`src/rtl/ff_drive_ctrl.sv`:
```
// Drive/readback sequencer for a master-slave flip-flop under test:
// serialises a pattern onto FF_D, pulses FF_CK/FF_CKB per bit, captures FF_Q.
module ff_drive_ctrl #(
  parameter int PAT_W    = 8,
  parameter int LOW_CYC  = 2,
  parameter int HIGH_CYC = 2,
  parameter int ERR_W    = 4
) (
  input  logic                       CK,
  input  logic                       RSTB,
  input  logic                       START,
  input  logic [PAT_W-1:0]           PATTERN,
  input  logic [$clog2(PAT_W+1)-1:0] NBITS,
  input  logic                       FF_Q,
  output logic                       FF_D,
  output logic                       FF_CK,
  output logic                       FF_CKB,
  output logic                       BUSY,
  output logic                       DONE,
  output logic [PAT_W-1:0]           CAPTURE,
  output logic [ERR_W-1:0]           ERR_CNT
);

  localparam int NB_W = $clog2(PAT_W + 1);
  localparam int IW   = (PAT_W > 1) ? $clog2(PAT_W) : 1;
  localparam int CMAX = (LOW_CYC > HIGH_CYC) ? LOW_CYC : HIGH_CYC;
  localparam int CW   = (CMAX > 1) ? $clog2(CMAX) : 1;

  localparam logic [1:0] S_IDLE = 2'd0;
  localparam logic [1:0] S_LOW  = 2'd1;
  localparam logic [1:0] S_HIGH = 2'd2;
  localparam logic [1:0] S_DONE = 2'd3;

  logic [1:0]       state_q, state_d;
  logic [CW-1:0]    cnt_q, cnt_d;
  logic [IW-1:0]    idx_q, idx_d, idx_nxt;
  logic [PAT_W-1:0] pat_q, pat_d;
  logic [PAT_W-1:0] cap_q, cap_d;
  logic [NB_W-1:0]  nb_q, nb_d, nb_clamp;
  logic [ERR_W-1:0] err_q, err_d;
  logic             ffd_q, ffd_d;
  logic             ck_q, ckb_q, busy_q, done_q;
  logic             low_end, high_end, last_bit;

  assign nb_clamp = (NBITS > NB_W'(PAT_W)) ? NB_W'(PAT_W) : NBITS;
  assign low_end  = (cnt_q == CW'(LOW_CYC - 1));
  assign high_end = (cnt_q == CW'(HIGH_CYC - 1));
  assign idx_nxt  = idx_q + 1'b1;
  assign last_bit = ((int'(idx_q) + 1) == int'(nb_q));

  always_comb begin
    state_d = state_q;
    cnt_d   = cnt_q;
    idx_d   = idx_q;
    pat_d   = pat_q;
    nb_d    = nb_q;
    cap_d   = cap_q;
    err_d   = err_q;
    ffd_d   = ffd_q;
    case (state_q)
      S_IDLE: begin
        if (START) begin
          pat_d = PATTERN;
          nb_d  = nb_clamp;
          cap_d = '0;
          err_d = '0;
          idx_d = '0;
          cnt_d = '0;
          if (nb_clamp == '0) begin
            state_d = S_DONE;
          end else begin
            state_d = S_LOW;
            ffd_d   = PATTERN[0];
          end
        end
      end
      S_LOW: begin
        if (low_end) begin
          cnt_d   = '0;
          state_d = S_HIGH;
        end else begin
          cnt_d = cnt_q + 1'b1;
        end
      end
      S_HIGH: begin
        if (high_end) begin
          cnt_d        = '0;
          cap_d[idx_q] = FF_Q;
          // error count sticks at all-ones
          if ((FF_Q != pat_q[idx_q]) && (err_q != '1))
            err_d = err_q + 1'b1;
          if (last_bit) begin
            state_d = S_DONE;
          end else begin
            idx_d   = idx_nxt;
            ffd_d   = pat_q[idx_nxt];
            state_d = S_LOW;
          end
        end else begin
          cnt_d = cnt_q + 1'b1;
        end
      end
      default: state_d = S_IDLE;
    endcase
  end

  always_ff @(posedge CK) begin
    if (!RSTB) begin
      state_q <= S_IDLE;
      cnt_q   <= '0;
      idx_q   <= '0;
      pat_q   <= '0;
      nb_q    <= '0;
      cap_q   <= '0;
      err_q   <= '0;
      ffd_q   <= 1'b0;
      ck_q    <= 1'b0;
      ckb_q   <= 1'b1;
      busy_q  <= 1'b0;
      done_q  <= 1'b0;
    end else begin
      state_q <= state_d;
      cnt_q   <= cnt_d;
      idx_q   <= idx_d;
      pat_q   <= pat_d;
      nb_q    <= nb_d;
      cap_q   <= cap_d;
      err_q   <= err_d;
      ffd_q   <= ffd_d;
      ck_q    <= (state_d == S_HIGH);
      ckb_q   <= (state_d != S_HIGH);
      busy_q  <= (state_d == S_LOW) || (state_d == S_HIGH);
      done_q  <= (state_d == S_DONE);
    end
  end

  assign FF_D    = ffd_q;
  assign FF_CK   = ck_q;
  assign FF_CKB  = ckb_q;
  assign BUSY    = busy_q;
  assign DONE    = done_q;
  assign CAPTURE = cap_q;
  assign ERR_CNT = err_q;

endmodule

```
`config.mk`:
```
export PLATFORM = sky130hd
export DESIGN_NAME = ff_drive_ctrl
export DESIGN_NICKNAME = d
export VERILOG_FILES = /design/src/rtl/ff_drive_ctrl.sv
export SDC_FILE = /design/constraint.sdc
export NUM_CORES = 1
export LEC_CHECK = 0
export ABC_AREA = 1
export CORE_MARGIN = 2
export CORE_UTILIZATION = 57
export CTS_CLUSTER_SIZE = 30
export DETAILED_ROUTE_END_ITERATION = 10
export MAX_ROUTING_LAYER = met4
export PLACE_DENSITY_LB_ADDON = 0.3
export SLEW_MARGIN = 5
export SYNTH_ARGS = -nofsm -noshare
export SYNTH_HDL_FRONTEND = slang
export SYNTH_SLANG_ARGS = --single-unit
```
`constraint.sdc`:
```
create_clock -name CK -period 2.6 [get_ports CK]
set_input_delay 0.26 -clock CK [delete_from_list [all_inputs] [get_ports CK]]
set_output_delay 0.26 -clock CK [all_outputs]
set_load 0.1 [all_outputs]
```
==> summary.md <==
| Metric | Value |
|---|---|
| Worst Hold Path Cells | `2` |
| Final-report max-slew violation count | `0` |
| Reg clk slew, reported paths | `0.11 ns` |
| Startpoint Class | `flip-flop` |
| Ys async rst share | `0%` |
| Commonest cells in the netlist | `nand2_1, dfxtp_1, a21oi_1` |
| Most used DFF post-synth | `dfxtp_1` |
| H-tree depth | `2` |
| Iter 0 DRT Violations | `149` |
| Core area | `3310 µm²` |
| Max layer used | `met4` |
| Syn Nets | `301` |
| Placed Cells incl. Taps | `346` |
| Cts repair resizes | `0` |
| WHS Endpoint | `CAPTURE[3]$_SDFFE_PN0P_` |
| Start point of the worst min-delay path | `CAPTURE[3]$_SDFFE_PN0P_` |
| Fill cell count | `295` |
| Hold buffer count at cts | `0` |
| Worst Tran Pin Value | `0.506 ns` |
| Nets | `332` |
| Met3 Wirelength | `296 µm` |
| Syn Area/Cell | `7.06 µm²` |
| Power Density | `569 nW/µm²` |
| Routed met2 length | `1930 µm` |
| Initial Util | `58.9%` |
| Leak Pwr | `0.00102 µW` |
| Skew final | `0.0132 ns` |
| Ant. Diodes | `0` |
| Sum Neg Setup Slack | `0 ns` |
| CTS tree | `built` |
| Max-cap violations | `0` |
| RSZ-0062 raised after global routing | `no` |
| Reg2reg setup slack | `0.45 ns` |
| Final setup fails | `0` |
| Maximum vdd drop | `354 µV` |
| # DRC | `0` |
| Hpwl dp | `3050 µm` |
| CP required | `2.87 ns` |
| Clock period minus worst slack | `2.15 ns` |
| Initial antenna violation count | `0` |
| CP Capture Type | `flip-flop` |
| Vias | `1829` |
| Crit path DAT | `2.42 ns` |
| IO Pins | `33` |
| Status | `complete, no violations` |
| Met1 Wirelength | `1790 µm` |
| First-pass GRT wire length | `7110 µm` |
| Die height | `62.5 µm` |
| Sequential area share after synthesis | `35.9%` |
| Clock network latency to the later pin of the worst-skew pair | `0.34 ns` |
| Main area contributors after synthesis | `dfxtp_1, nand2_1, a21oi_1, o21ai_0, nor2_1` |
| Largest net degree at the start of global routing | `21` |
| Setup CP Type | `reg -> reg` |
| Final Wtd Congestion | `0.968` |
| Maximum clock path buffer count | `2` |
| Count leader, synth | `nand2_1` |
| RR Startpoint | `state_q[0]$_SDFF_PN0_` |
| Clock sinks | `35` |
| Antenna Nets Post-Route | `0` |
| F_max | `465 MHz` |
| Avg WL per Cell | `11.5 µm` |
| Yosys top cell area share | `35.9%` |
| Gr ovfl total | `0` |
| Vias in the first global route | `1683` |
| Total CTS buffers | `5` |
| Yosys reg bits | `35` |
| Worst reg2reg endpoint | `CAPTURE[5]$_SDFFE_PN0P_` |
| Layout cells sized above 1 | `16.2%` |
| Crit path max fanout | `19` |
| FP Rows | `21` |
| Die Width | `62.5 µm` |
| Synth unique cells | `29` |
| # Post-CTS Setup Buffers | `0` |
| Post-Syn Instances | `276` |
| Hold crit path type | `reg -> reg` |
| Port Buffers | `32` |
| Vias/cell | `5.17` |
| Layout area overhead | `16.8%` |
| Synthesized area | `1950 µm²` |
| Tot GR Track Use | `23.2%` |
| Final worst-path cycle share | `82.7%` |
| Root buf cell | `clkbuf_4` |
| Yosys warnings | `0` |
| Final std cells w/o fill | `354` |
| Detailed Route WL | `4060 µm` |
| Area leader, netlist | `dfxtp_1` |
| Number of flops mapped to enable cells by yosys | `0` |
| Area of the die | `3900 µm²` |
| Final Hold Fails | `0` |
| Worst r2r path cells | `10` |
| Detailed Routing Iterations Pass 1 | `5` |
| Slew HR | `66.3%` |
area by class of cell:
| type | count | area, µm² | share of cell area, % |
|---|---|---|---|
| Inverter | 34 | 133 | 5.83 |
| Timing Repair Buffer | 35 | 300 | 13.2 |
| Clock buffer | 6 | 41.3 | 1.81 |
| Tap cell | 46 | 57.6 | 2.53 |
| Multi-Input combinational cell | 196 | 1030 | 45.3 |
| Sequential cell | 35 | 701 | 30.8 |
| Clock inverter | 2 | 12.5 | 0.550 |
worst max-delay path by stage:
stage | from | end | slack, ns | cells past startpoint
after CTS | state_q[0]$_SDFF_PN0_ | CAPTURE[5]$_SDFFE_PN0P_ | 0.45 | 10
final | state_q[0]$_SDFF_PN0_ | CAPTURE[5]$_SDFFE_PN0P_ | 0.45 | 10
after floorplan | ERR_CNT[0]$_SDFFE_PN0P_ | ERR_CNT[2]$_SDFFE_PN0P_ | 0.70 | 6
after global routing | state_q[0]$_SDFF_PN0_ | CAPTURE[4]$_SDFFE_PN0P_ | 0.20 | 10
after global placement | idx_q[1]$_SDFFE_PN0P_ | BUSY$_SDFF_PN0_ | 0.61 | 13
after detailed placement | state_q[0]$_SDFF_PN0_ | CAPTURE[5]$_SDFFE_PN0P_ | 0.48 | 10
report_power, final:
group / switching [µW] / internal [µW]
Sequential: 27.7 / 576
Combinational: 282 / 126
Clock: 179 / 104
kinds of logic (layout without fill, tap and decap cells):
| kind of cell | Yosys count | count (layout) | synth area share [%] |
|---|---|---|---|
| xor+xnor | 3 | 3 | 1.35 |
| fa+ha+maj | 9 | 9 | 5.78 |
| simple gates | 120 | 120 | 28.6 |
| buf+inv | 45 | 77 | 11.2 |
| flops | 35 | 35 | 35.9 |
| compound gates | 64 | 64 | 17.2 |
state kept, by name (all words and copies together) (netlist names):
signal / cells
DONE: 1
CAPTURE: 8
state_q: 2
FF_CKB: 1
FF_CK: 1
FF_D: 1
BUSY: 1
pat_q: 8
nb_q: 4
cnt_q: 1
idx_q: 3
ERR_CNT: 4
layer usage:
metal / GRT usage (%) / up-vias
met5: - / -
met4: 7.22 / 0
met3: 4.32 / 5
met2: 40.1 / 57
met1: 27.3 / 816
li1: - / 951
cells in the final DEF (no fill, tap or decap), types with 3 or more instances in the layout:
| master | netlist | layout |
|---|---|---|
| a21oi_1 | 33 | 33 |
| buf_4 | 0 | 20 |
| clkbuf_4 | 0 | 5 |
| clkdlybuf4s50_1 | 0 | 15 |
| dfxtp_1 | 35 | 35 |
| ha_1 | 9 | 9 |
| inv_1 | 31 | 31 |
| nand2_1 | 56 | 56 |
| nand2_2 | 7 | 7 |
| nand3_1 | 9 | 9 |
| nand3_2 | 4 | 4 |
| nand4_1 | 3 | 3 |
| nor2_1 | 32 | 32 |
| nor2_2 | 3 | 3 |
| o21ai_0 | 24 | 24 |
| xor2_1 | 3 | 3 |
per-stage QoR:
step	instance area [µm²]	util [%]	total power (µW)	setup slack [ns]	hold slack (ns)
after global routing	2280	68.7	1380	0.204	0.503
after CTS	2280	68.7	1310	0.450	0.478
final	2280	68.7	1290	0.451	0.475
after floorplan	1950	-	941	0.703	0.403
after detailed placement	2220	67.1	1020	0.482	0.461
after global placement	2220	67.1	1020	0.606	0.455
worst max-delay path, stage by stage, from the launching register on:
cell and delay (ns):
dfxtp_1 0.36, inv_1 0.11, ha_1 0.38, inv_2 0.20, nor2_2 0.15, nor2_1 0.08
nor2_4 0.32, inv_2 0.14, nor2_8 0.15, nand2_1 0.07, a21oi_1 0.12
(Power assumes the default switching activity.)
